File: src/rtl/fir_out_decim.sv
// fir_out_decim: FIR output priming, decimation, round/saturate and 2-deep
// valid/ready output FIFO.
//
// Ports:
//   clk, rst_n     clock (rising edge), async active-low reset
//   sync_clr       synchronous clear (ovf is kept)
//   ce             sample strobe shared with the FIR
//   y_in           signed full-precision filter output, valid the cycle after ce
//   dout           signed rounded/saturated head sample
//   dout_valid     dout holds a sample
//   dout_ready     consumer accepts dout
//   sat            pulse: the sample just written to the FIFO was clipped
//   ovf            sticky: a kept sample was lost to a full FIFO (rst_n only)
//
// Build option: define FIR_OUT_CONV_ROUND_EN for round-half-to-even;
// the default build rounds half up.
module fir_out_decim #(
    parameter int IN_W     = 33,
    parameter int OUT_W    = 16,
    parameter int SHIFT    = 16,
    parameter int DECIM    = 2,
    parameter int PIPE_LAT = 5
) (
    input  logic                    clk,
    input  logic                    rst_n,
    input  logic                    sync_clr,
    input  logic                    ce,
    input  logic signed [IN_W-1:0]  y_in,
    output logic signed [OUT_W-1:0] dout,
    output logic                    dout_valid,
    input  logic                    dout_ready,
    output logic                    sat,
    output logic                    ovf
);

    localparam int PW = $clog2(PIPE_LAT + 2);
    localparam int DW = $clog2(DECIM + 1);

    localparam logic signed [OUT_W-1:0] MAXV = {1'b0, {(OUT_W-1){1'b1}}};
    localparam logic signed [OUT_W-1:0] MINV = {1'b1, {(OUT_W-1){1'b0}}};

    // strobe delay, priming and decimation state
    logic          ce_d;
    logic [PW-1:0] prime;
    logic [DW-1:0] phase;
    logic          primed;
    logic          keep;

    // rounding datapath
    logic signed [IN_W:0]    q;
    logic signed [IN_W:0]    r;
    logic                    up;
    logic                    ovr;
    logic signed [OUT_W-1:0] rs;

    // stage 1
    logic                    s1_v;
    logic signed [OUT_W-1:0] s1_d;
    logic                    s1_sat;

    // FIFO
    logic signed [OUT_W-1:0] tail;
    logic [1:0]              cnt;
    logic                    pop;
    logic                    full;
    logic                    push;

    // prime saturates at PIPE_LAT, so equality means "pipeline filled"
    assign primed = (prime == PW'(PIPE_LAT));
    assign keep   = ce_d && primed && (phase == '0);

    // floor quotient, computed one bit wider so +1 cannot overflow
    assign q = $signed({y_in[IN_W-1], y_in}) >>> SHIFT;

`ifdef FIR_OUT_CONV_ROUND_EN
    localparam logic [SHIFT-1:0] HALF = SHIFT'(1) << (SHIFT - 1);

    // exact half with an even floor stays put; otherwise round to nearest
    assign up = y_in[SHIFT-1] &&
                !((y_in[SHIFT-1:0] == HALF) && !q[0]);
`else
    // remainder >= half rounds up
    assign up = y_in[SHIFT-1];
`endif

    assign r = q + {{IN_W{1'b0}}, up};

    // out of range when the bits above the output sign are not all equal
    assign ovr = !((&r[IN_W:OUT_W-1]) || !(|r[IN_W:OUT_W-1]));

    always_comb begin
        rs = r[OUT_W-1:0];
        if (ovr) begin
            rs = r[IN_W] ? MINV : MAXV;
        end
    end

    assign dout_valid = (cnt != 2'd0);
    assign full       = (cnt == 2'd2);
    assign pop        = dout_valid && dout_ready;
    // a full FIFO still takes a push when the head leaves the same cycle
    assign push       = s1_v && (!full || pop);

    always_ff @(posedge clk or negedge rst_n) begin
        if (!rst_n) begin
            ce_d   <= 1'b0;
            prime  <= '0;
            phase  <= '0;
            s1_v   <= 1'b0;
            s1_d   <= '0;
            s1_sat <= 1'b0;
            dout   <= '0;
            tail   <= '0;
            cnt    <= 2'd0;
            sat    <= 1'b0;
            ovf    <= 1'b0;
        end else if (sync_clr) begin
            ce_d   <= 1'b0;
            prime  <= '0;
            phase  <= '0;
            s1_v   <= 1'b0;
            s1_d   <= '0;
            s1_sat <= 1'b0;
            dout   <= '0;
            tail   <= '0;
            cnt    <= 2'd0;
            sat    <= 1'b0;
        end else begin
            ce_d <= ce;

            if (ce_d) begin
                if (!primed) begin
                    prime <= prime + 1'b1;
                end else if (phase == DW'(DECIM - 1)) begin
                    phase <= '0;
                end else begin
                    phase <= phase + 1'b1;
                end
            end

            s1_v <= keep;
            if (keep) begin
                s1_d   <= rs;
                s1_sat <= ovr;
            end

            sat <= push && s1_sat;

            if (s1_v && full && !pop) begin
                ovf <= 1'b1;
            end

            unique case (1'b1)
                push && !pop: begin
                    if (cnt == 2'd0) begin
                        dout <= s1_d;
                    end else begin
                        tail <= s1_d;
                    end
                    cnt <= cnt + 2'd1;
                end
                !push && pop: begin
                    dout <= tail;
                    cnt  <= cnt - 2'd1;
                end
                push && pop: begin
                    if (cnt == 2'd1) begin
                        dout <= s1_d;
                    end else begin
                        dout <= tail;
                        tail <= s1_d;
                    end
                end
                default: begin
                end
            endcase
        end
    end

endmodule

File: config.mk
export PLATFORM = sky130hd
export DESIGN_NAME = fir_out_decim
export DESIGN_NICKNAME = d
export VERILOG_FILES = /design/src/rtl/fir_out_decim.sv
export SDC_FILE = /design/constraint.sdc
export NUM_CORES = 1
export LEC_CHECK = 0
export CORE_ASPECT_RATIO = 0.5
export CORE_MARGIN = 3
export CORE_UTILIZATION = 50
export DETAILED_ROUTE_END_ITERATION = 7
export GPL_ROUTABILITY_DRIVEN = 1
export HOLD_SLACK_MARGIN = 0.05
export PLACE_DENSITY = 0.77
export REMOVE_ABC_BUFFERS = 1
export SLEW_MARGIN = 20
export SYNTH_ARGS = -nofsm -noshare
export SYNTH_HDL_FRONTEND = slang
export SYNTH_SLANG_ARGS = --single-unit
File: constraint.sdc
create_clock -name clk -period 3 [get_ports clk]
set_clock_uncertainty 0.2 [all_clocks]
set_input_delay 0.45 -clock clk [delete_from_list [all_inputs] [get_ports clk]]
set_output_delay 0.45 -clock clk [all_outputs]
set_load 0.02 [all_outputs]
After elaboration in Yosys (flattened, before gate mapping)
Cells that the tools add are included.
{"block": "op_classes", "addsub": 5, "n_eq_ne": 8, "muxes": 26, "n_bitwise": 1, "reduce_logical": 33}
{"cell": "16-bit two-way mux", "n": 10}
{"cell": "16-bit one-hot mux with 3 select lines", "n": 1}
{"cell": "16-bit one-hot mux with 2 select lines", "n": 1}
{"cell": "19-bit AND reduction", "n": 1}
{"cell": "19-bit OR reduction", "n": 1}
{"cell": "17-bit by 2-bit adder with 18-bit output", "n": 1}
{"cell": "1-bit logical AND", "n": 10}
{"cell": "2-bit two-way mux", "n": 5}
{"cell": "3-bit two-way mux", "n": 3}
{"cell": "2-bit AND reduction", "n": 4}
{"cell": "2-bit nonzero test", "n": 4}
{"cell": "3-bit inequality test (second input constant)", "n": 2}
{"cell": "3-bit nonzero test", "n": 2}
{"cell": "1-bit logical NOT", "n": 5}
{"cell": "1-bit two-way mux", "n": 5}
{"cell": "2-bit by 1-bit adder with 2-bit output (second input constant)", "n": 2}
{"cell": "2-bit by 1-bit == test with 1-bit output (second input constant)", "n": 2}
{"cell": "2-bit logical NOT", "n": 2}
{"cell": "2-bit one-hot mux with 2 select lines", "n": 1}
{"cell": "4-bit nonzero test", "n": 1}
{"cell": "3-bit by 1-bit adder with 3-bit output (second input constant)", "n": 1}
{"cell": "3-bit == test (second input constant)", "n": 1}
{"cell": "3-bit by 2-bit inequality test with 1-bit output (second input constant)", "n": 1}
{"cell": "3-bit AND reduction", "n": 1}
{"cell": "other kinds (5)", "n": 6}
{"block": "totals", "regBits": 60, "in_bits": 38, "output_inout_bits": 19, "wordCells": 84}

Logic depth before layout (Yosys ltp)
Gate-level depths: netlist of the first run.
{"block": "logic_depth", "word_depth": 8, "depth_mapped": 10, "mapped_depth_nobuf": 8}

Worst setup path before layout of the first run
Ideal clock, no wire load.
{"block": "synth_path", "path_type": "input-to-reg", "startpoint": "in y_in[15]", "endpoint": "reg s1_d[6]", "arrival_time_ns": 2.036, "slack_ns": 0.605, "stages": 8, "path_buffers": 1, "path_cell_list": "ha_1 -> ha_1 -> nand4_1 -> nor4_1 -> xor2_1 -> o211ai_1 -> buf_4 -> o311ai_0"}
{"block": "synth_between", "elab_chain_cells": 7, "elab_cells_between_ends": 9}
{"element": "start: declaration", "line_no": "28", "source": "input logic signed [IN_W-1:0] y_in,"}
{"element": "17-bit by 2-bit adder with 18-bit output (*)", "line_no": "86", "source": "assign r = q + {{IN_W{1'b0}}, up};"}
{"element": "19-bit OR reduction", "line_no": "89", "source": "assign ovr = !((&r[IN_W:OUT_W-1]) || !(|r[IN_W:OUT_W-1]));"}
{"element": "1-bit logical NOT", "line_no": "89"}
{"element": "1-bit logical OR", "line_no": "89"}
{"element": "16-bit two-way mux (*)", "line_no": "93", "source": "if (ovr) begin"}
{"element": "16-bit two-way mux (*)", "line_no": "142", "source": "if (keep) begin"}
{"element": "16-bit two-way mux (*)", "line_no": "117", "source": "end else if (sync_clr) begin"}
{"element": "end signal: assignment", "line_no": "143", "source": "s1_d <= rs;"}
{"element": "end: declaration", "line_no": "58", "source": "logic signed [OUT_W-1:0] s1_d;"}
Mark *: on every way between the ends. The rest lies on a longest branch, timed or not. The select of a mux whose other input is x is not followed.
A chain may end at the register's enable or synchronous reset.

Worst setup path in the final report of the first run
{"block": "layout_path", "startpoint": "in y_in[15]", "endpoint": "reg s1_d[5]"}
Same word-level chain as after synthesis.

==> results.md, run 1 <==
* Core box area at 5660 µm²
* Flops & latches, synth at 60
* CP Capture Point: s1_d[5]$_DFFE_PN0P_
* Storage cell area at 1500 µm²
* Antenna Cells at 0
* Post-synthesis sequential area ratio at 0.495
* Critical path cell sequence: clkdlybuf4s50_1 -> ha_1 -> ha_1 -> nand4_1 -> nor4_1 -> xor2_1 -> buf_4 -> o211ai_1 -> buf_4 -> o311ai_0
* Cell Pwr Density at 518 nW/µm²
* Initial core utilization at 0.536
* Largest area contributor in the netlist: dfrtp_1
* Post-Syn Area at 3030 µm²
* GR Overflow Total at 0
* Number of global-route vias before repair at 2,398
* Final setup vio count at 0
* Max_slew headroom at 0.330
* Peak supply drop at 0.313 mV
* Cells after Synth at 287
* Die Area at 7090 µm²
* Die width at 116 µm
* Total GRT Usage at 0.216
* CP Data Required Time at 2.97 ns
* Final ANT Viol Nets at 0
* Synth warn at 0
* Via count at 2,318
* Router iterations before antenna repair at 4
* Clk slew on worst S/H paths at 0.05 ns
* Synth unique cells at 37
* Max-slew violation count at 0
* DRC viols at 0
* Placed insts at 400
* Crit path DAT at 2.64 ns
* IO buf count at 41
* Slew @ Worst Pin at 1.00 ns
* RSZ-0062 raised after global routing: false
* CP max stage delay at 0.47 ns
* Die height at 61.1 µm
* Initial antenna violation count at 0
* Layout Nets at 383
* R2R setup slack at 0.69 ns
* Root buf cell: clkbuf_16
* Mean number of vias per cell at 5.57
* Post-DP HPWL at 4.79 mm
* Critical Path Slowest Stage Cell: clkdlybuf4s50_1
* R2r worst-path depth at 6
* DP Worst Slack at -0.144 ns
* Minimum clock period at 2.67 ns
* First-pass GRT wire length at 11.5 mm
* CTS tree: yes
* Largest net degree at the start of global routing at 61
* Max Fclk at 0.375 GHz
* Util after Layout at 0.681
* Share of post-route cells with drive strength above 1 at 0.125
* IO Count at 57
* Row cnt at 19
* Synth-to-layout area growth at 27.1%
* GPL Wtd Cong at 0.936
* FILL cells at 421
* Worst setup margin at 0.333 ns
* Crit-path max FO at 15
* Routed len/inst at 16.5 µm
* Initial drt markers at 180
* Final non-filler cell total at 416
* Worst reg2reg endpoint: s1_d[5]$_DFFE_PN0P_
* Max H-tree Level at 3
* CP endpoint kind: flop
* Num Clock Sinks at 60
* Top cells by area, synth: dfrtp_1 (50%), mux2i_1 (11%), nand2_1 (4.7%)
* Longest Clk Path Bufs at 2
* Worst min-delay path class: primary input to async pin
* Area of the multi-input gates at 1440 µm²
* Tcrit/Tclk final at 0.889
* Total Routed Length at 6.88 mm
* Synth top area share at 0.495
* Reg2reg start: prime[0]$_DFFE_PN0P_
* Status: complete, no violations
* Critical path startpoint category: primary input
* Lkg Pwr at 1.85 nW
* CTS Buf Count at 9
* Clk_lat worst skew at 0.32 ns
* Power Total at 2.00 mW
* Synthesized area per cell at 10.6 µm²
* CP startpoint: y_in[15]
* Maxcap violations at 0
* Critical path type: primary input to flop
* Hold Violations, Final at 0
power by group:
part           internal (mW)  switching (mW)  leakage (nW)
Sequential             0.817         0.00498         0.836
Combinational         0.0835           0.120         0.877
Clock                  0.637           0.335         0.139
Total                   1.54           0.460          1.85
flip-flops by register name (all words and copies together), names as in the netlist:
signal,cells
dout,16
s1_v,1
ovf,1
sat,1
prime,3
s1_sat,1
s1_d,16
ce_d,1
cnt,2
phase,2
tail,16
cell type report:
type,count,share of cell area
clock buffers,11,0.0604
clock inverters,5,0.0136
inverters,8,0.00779
multi-input cells,205,0.374
flip-flops and latches,60,0.390
well taps,73,0.0237
repair buffers,54,0.131
how the worst min path moves through the flow:
stage	startpoint	endpoint	slack [ns]	cells past startpoint
floorplan	rst_n	ce_d$_DFF_PN0_	-0.05	0
global placement	ovf$_DFFE_PN0P_	ovf$_DFFE_PN0P_	0.26	1
detailed placement	ovf$_DFFE_PN0P_	ovf$_DFFE_PN0P_	0.26	1
CTS	rst_n	prime[2]$_DFFE_PN0P_	0.11	2
global route	rst_n	dout[10]$_DFFE_PN0P_	0.14	2
finish	rst_n	dout[10]$_DFFE_PN0P_	0.08	2
through the flow:
step                setup TNS [ns]  cell area, µm²  hold slack [ns]
global placement            -0.187            3560            0.260
CTS                              0            3840            0.105
finish                           0            3850           0.0763
global route                     0            3850            0.142
floorplan                        0            2970          -0.0456
detailed placement           -1.27            3560            0.259
what timing repair did:
action,in CTS,in global routing
hold buffers,0,0
buffers inserted,0,0
resized for setup,0,1
endpoints found under the setup margin,0,1
worst max-delay path, delay by kind of cell:
kind / cells / cell delay, ns
and+or+nand+nor: 2 / 0.40
AOI/OAI and AO/OA: 2 / 0.32
buffers and inverters: 3 / 0.91
xor gates and xnor gates: 1 / 0.18
adders and majority gates: 2 / 0.39
synthesized netlist by cell type (all sizes together):
| master | instances |
|---|---|
| buf | 5 |
| o311ai | 13 |
| o211ai | 3 |
| inv | 8 |
| nor2b | 4 |
| a211oi | 2 |
| xor2 | 10 |
| and4b | 1 |
| a21o | 1 |
| clkbuf | 9 |
| nand3 | 7 |
| nand4 | 8 |
| a21oi | 6 |
| xnor2 | 8 |
| mux2i | 34 |
| nor2 | 29 |
| a21boi | 1 |
| ha | 7 |
| nand2 | 38 |
| o21ai | 17 |
| o31ai | 1 |
| a32o | 1 |
| nor3 | 3 |
| nor3b | 1 |
| dfrtp | 60 |
| nand3b | 1 |
| nand2b | 3 |
| nor4 | 2 |
| or2 | 2 |
| or3 | 1 |
| a31o | 1 |
kinds of logic after synthesis:
family | synth area share
AO/OA/AOI/OAI | 0.127
adder cells (fa/ha/maj) | 0.0289
flip-flops | 0.495
XOR/XNOR | 0.0520
multiplexers | 0.112
AND/OR/NAND/NOR | 0.153
buffers and inverters | 0.0318
routing by layer:
metal,vias to the layer above,GRT usage,part of all wire
li1,1113,-,-
met1,1126,0.282,0.45
met2,69,0.356,0.48
met3,10,0.0608,0.063
met4,0,0.0793,0.013
met5,-,0,0
cell usage in the layout, fill, tap and decap left out, types with 3 or more instances in the layout:
| cell type | netlist | routed |
|---|---|---|
| ha_1 | 7 | 7 |
| a21oi_1 | 5 | 5 |
| o311ai_2 | 8 | 8 |
| nand2b_1 | 3 | 3 |
| nand3_1 | 7 | 7 |
| nor3_1 | 3 | 3 |
| nor2_1 | 29 | 29 |
| inv_1 | 8 | 8 |
| clkdlybuf4s50_1 | 0 | 40 |
| xnor2_1 | 8 | 8 |
| dfrtp_1 | 60 | 60 |
| o311ai_0 | 5 | 5 |
| o211ai_1 | 3 | 3 |
| nand2_1 | 38 | 38 |
| clkbuf_16 | 0 | 9 |
| xor2_1 | 10 | 10 |
| o21ai_0 | 17 | 17 |
| clkinv_2 | 0 | 3 |
| mux2i_1 | 34 | 34 |
| buf_4 | 1 | 13 |
| nand4_1 | 7 | 7 |
| nor2b_1 | 4 | 4 |
(Power assumes the default switching activity.)
==> run 2, diff against run 1 <==
--- a/config.mk
+++ b/config.mk
@@ -10,6 +10,7 @@
 export CORE_UTILIZATION = 50
 export DETAILED_ROUTE_END_ITERATION = 7
 export GPL_ROUTABILITY_DRIVEN = 1
+export GPL_TIMING_DRIVEN = 0
 export HOLD_SLACK_MARGIN = 0.05
 export PLACE_DENSITY = 0.77
 export REMOVE_ABC_BUFFERS = 1
==> results.md, run 2 (same netlist as run 1, synthesis figures left out) <==
* Row cnt at 19 (unchanged)
* Top flop regs: dout (16), s1_d (16), tail (16) (unchanged)
* CP Data Required Time at 3.00 ns (was 2.97 ns)
* GR Overflow Total at 0 (unchanged)
* CP endpoint kind: flop (unchanged)
* Hold Violations, Final at 0 (unchanged)
* Critical path type: primary input to flop (unchanged)
* Final ANT Viol Nets at 0 (unchanged)
* Placement Cell Area at 3480 µm² (was 3560 µm²)
* Synth-to-layout area growth at 25.3% (was 27.1%)
* Routed len/inst at 15.8 µm (was 16.5 µm)
* Max Fclk at 0.361 GHz (was 0.375 GHz)
* RSZ-0062 raised after global routing: false (unchanged)
* Die Area at 7090 µm² (unchanged)
* Die height at 61.1 µm (unchanged)
* Number of global-route vias before repair at 2,232 (was 2,398)
* Layout Nets at 376 (was 383)
* Root buf cell: clkbuf_16 (unchanged)
* Global Route met2 Usage at 0.334 (was 0.356)
* Fin area at 3800 µm² (was 3850 µm²)
* Slew @ Worst Pin at 1.05 ns (was 1.00 ns)
* IO buf count at 41 (unchanged)
* Post-DP HPWL at 4.59 mm (was 4.79 mm)
* IO Count at 57 (unchanged)
* FILL cells at 441 (was 421)
* Status: complete, no violations (unchanged)
* Placed insts at 388 (was 400)
* Largest net degree at the start of global routing at 61 (unchanged)
* Routing usage on met3 at 0.0628 (was 0.0608)
* Cell Pwr Density at 506 nW/µm² (was 518 nW/µm²)
* Crit path DAT at 2.77 ns (was 2.64 ns)
* Max_slew headroom at 0.301 (was 0.330)
* Area of the multi-input gates at 1450 µm² (was 1440 µm²)
* Final non-filler cell total at 409 (was 416)
* Clk_lat worst skew at 0.32 ns (about the same)
* Max-slew violation count at 0 (unchanged)
* DP Worst Slack at -0.750 ns (was -0.144 ns)
* Minimum clock period at 2.77 ns (was 2.67 ns)
* Storage cell area at 1500 µm² (unchanged)
* CTS tree: yes (unchanged)
* Initial core utilization at 0.536 (unchanged)
* Met1 Use GR at 0.266 (was 0.282)
* First-pass GRT wire length at 10.8 mm (was 11.5 mm)
* Most frequent cells in the layout: dfrtp_1 (60), clkdlybuf4s50_1 (39), nand2_1 (38) (was dfrtp_1 (60), clkdlybuf4s50_1 (40), nand2_1 (38))
* Hold slack at 0.271 ns (was 0.0763 ns)
* Longest Clk Path Bufs at 2 (unchanged)
* Crit-path max FO at 10 (was 15)
* Commonest non-fill, non-tap cell in the layout: dfrtp_1 (unchanged)
* Tcrit/Tclk final at 0.923 (was 0.889)
* Final setup vio count at 0 (unchanged)
* Maxcap violations at 0 (unchanged)
* Max H-tree Level at 3 (unchanged)
* Share of post-route cells with drive strength above 1 at 0.116 (was 0.125)
* R2R setup slack at 0.33 ns (was 0.69 ns)
* Mean number of vias per cell at 5.56 (was 5.57)
* Total Routed Length at 6.46 mm (was 6.88 mm)
* Initial drt markers at 83 (was 180)
* Core box area at 5660 µm² (unchanged)
* GPL Wtd Cong at 0.917 (was 0.936)
* Via count at 2,276 (was 2,318)
* Grt peak-use layer: met2 (unchanged)
* Initial antenna violation count at 0 (unchanged)
* DRC viols at 0 (unchanged)
* CTS Buf Count at 9 (unchanged)
* Total GRT Usage at 0.202 (was 0.216)
* Worst setup margin at 0.232 ns (was 0.333 ns)
* Peak supply drop at 0.248 mV (was 0.313 mV)
* Router iterations before antenna repair at 4 (unchanged)
* Lkg Pwr at 1.82 nW (was 1.85 nW)
* Post-Route Setup TNS at 0 ns (unchanged)
* Clk slew on worst S/H paths at 0.05 ns (about the same)
* Worst min-delay path class: flop to flop (was primary input to async pin)
* Util after Layout at 0.671 (was 0.681)
* Critical path startpoint category: primary input (unchanged)
* Antenna Cells at 0 (unchanged)
* Die width at 116 µm (unchanged)
* Num Clock Sinks at 60 (unchanged)
* Power Total at 1.92 mW (was 2.00 mW)
[run 2: what timing repair did]
action / in CTS / in global routing
endpoints found under the setup margin: 31 / 14
resized for setup: 3 / 2
pin swaps: 0 / 1
endpoints found under the hold margin: 60 / 0
hold buffers: 1 / 0
setup buffers: 0 / 4
[run 2: critical path, stage by stage]
cell and delay [ns]:
clkdlybuf4s50_1 0.46, ha_1 0.21, ha_1 0.23, nand4_1 0.16, nor4_1 0.25, xor2_1 0.39
o211ai_1 0.16, buf_4 0.18, buf_4 0.17, o311ai_0 0.09
[run 2: report_power, final]
part	internal (mW)	switching, mW	leakage [nW]
logic	0.0770	0.116	0.845
registers	0.817	0.00489	0.836
clock network	0.573	0.333	0.135
total	1.47	0.454	1.82
[run 2: final cells by class]
class | count | share of cell area
flip-flops and latches | 60 | 0.395
multi-input cells | 205 | 0.381
repair buffers | 47 | 0.120
clock buffers | 11 | 0.0639
well taps | 73 | 0.0241
inverters | 8 | 0.00791
clock inverters | 5 | 0.00725
[run 2: routing by layer]
layer	vias to the layer above	routed length (µm)
li1	1092	-
met1	1120	2930
met2	57	3030
met3	7	436
met4	0	63
met5	-	0
[run 2: worst paths after layout]
kind,startpoint,end,depth (start not counted)
setup / recovery,y_in[15],s1_d[2]$_DFFE_PN0P_,10
hold / removal,ovf$_DFFE_PN0P_,ovf$_DFFE_PN0P_,1
setup reg to reg,prime[1]$_DFFE_PN0P_,s1_d[2]$_DFFE_PN0P_,10
hold reg to reg,ovf$_DFFE_PN0P_,ovf$_DFFE_PN0P_,1
max in group asynchronous,rst_n,tail[5]$_DFFE_PN0P_,2
min in group asynchronous,rst_n,sat$_DFF_PN0_,2
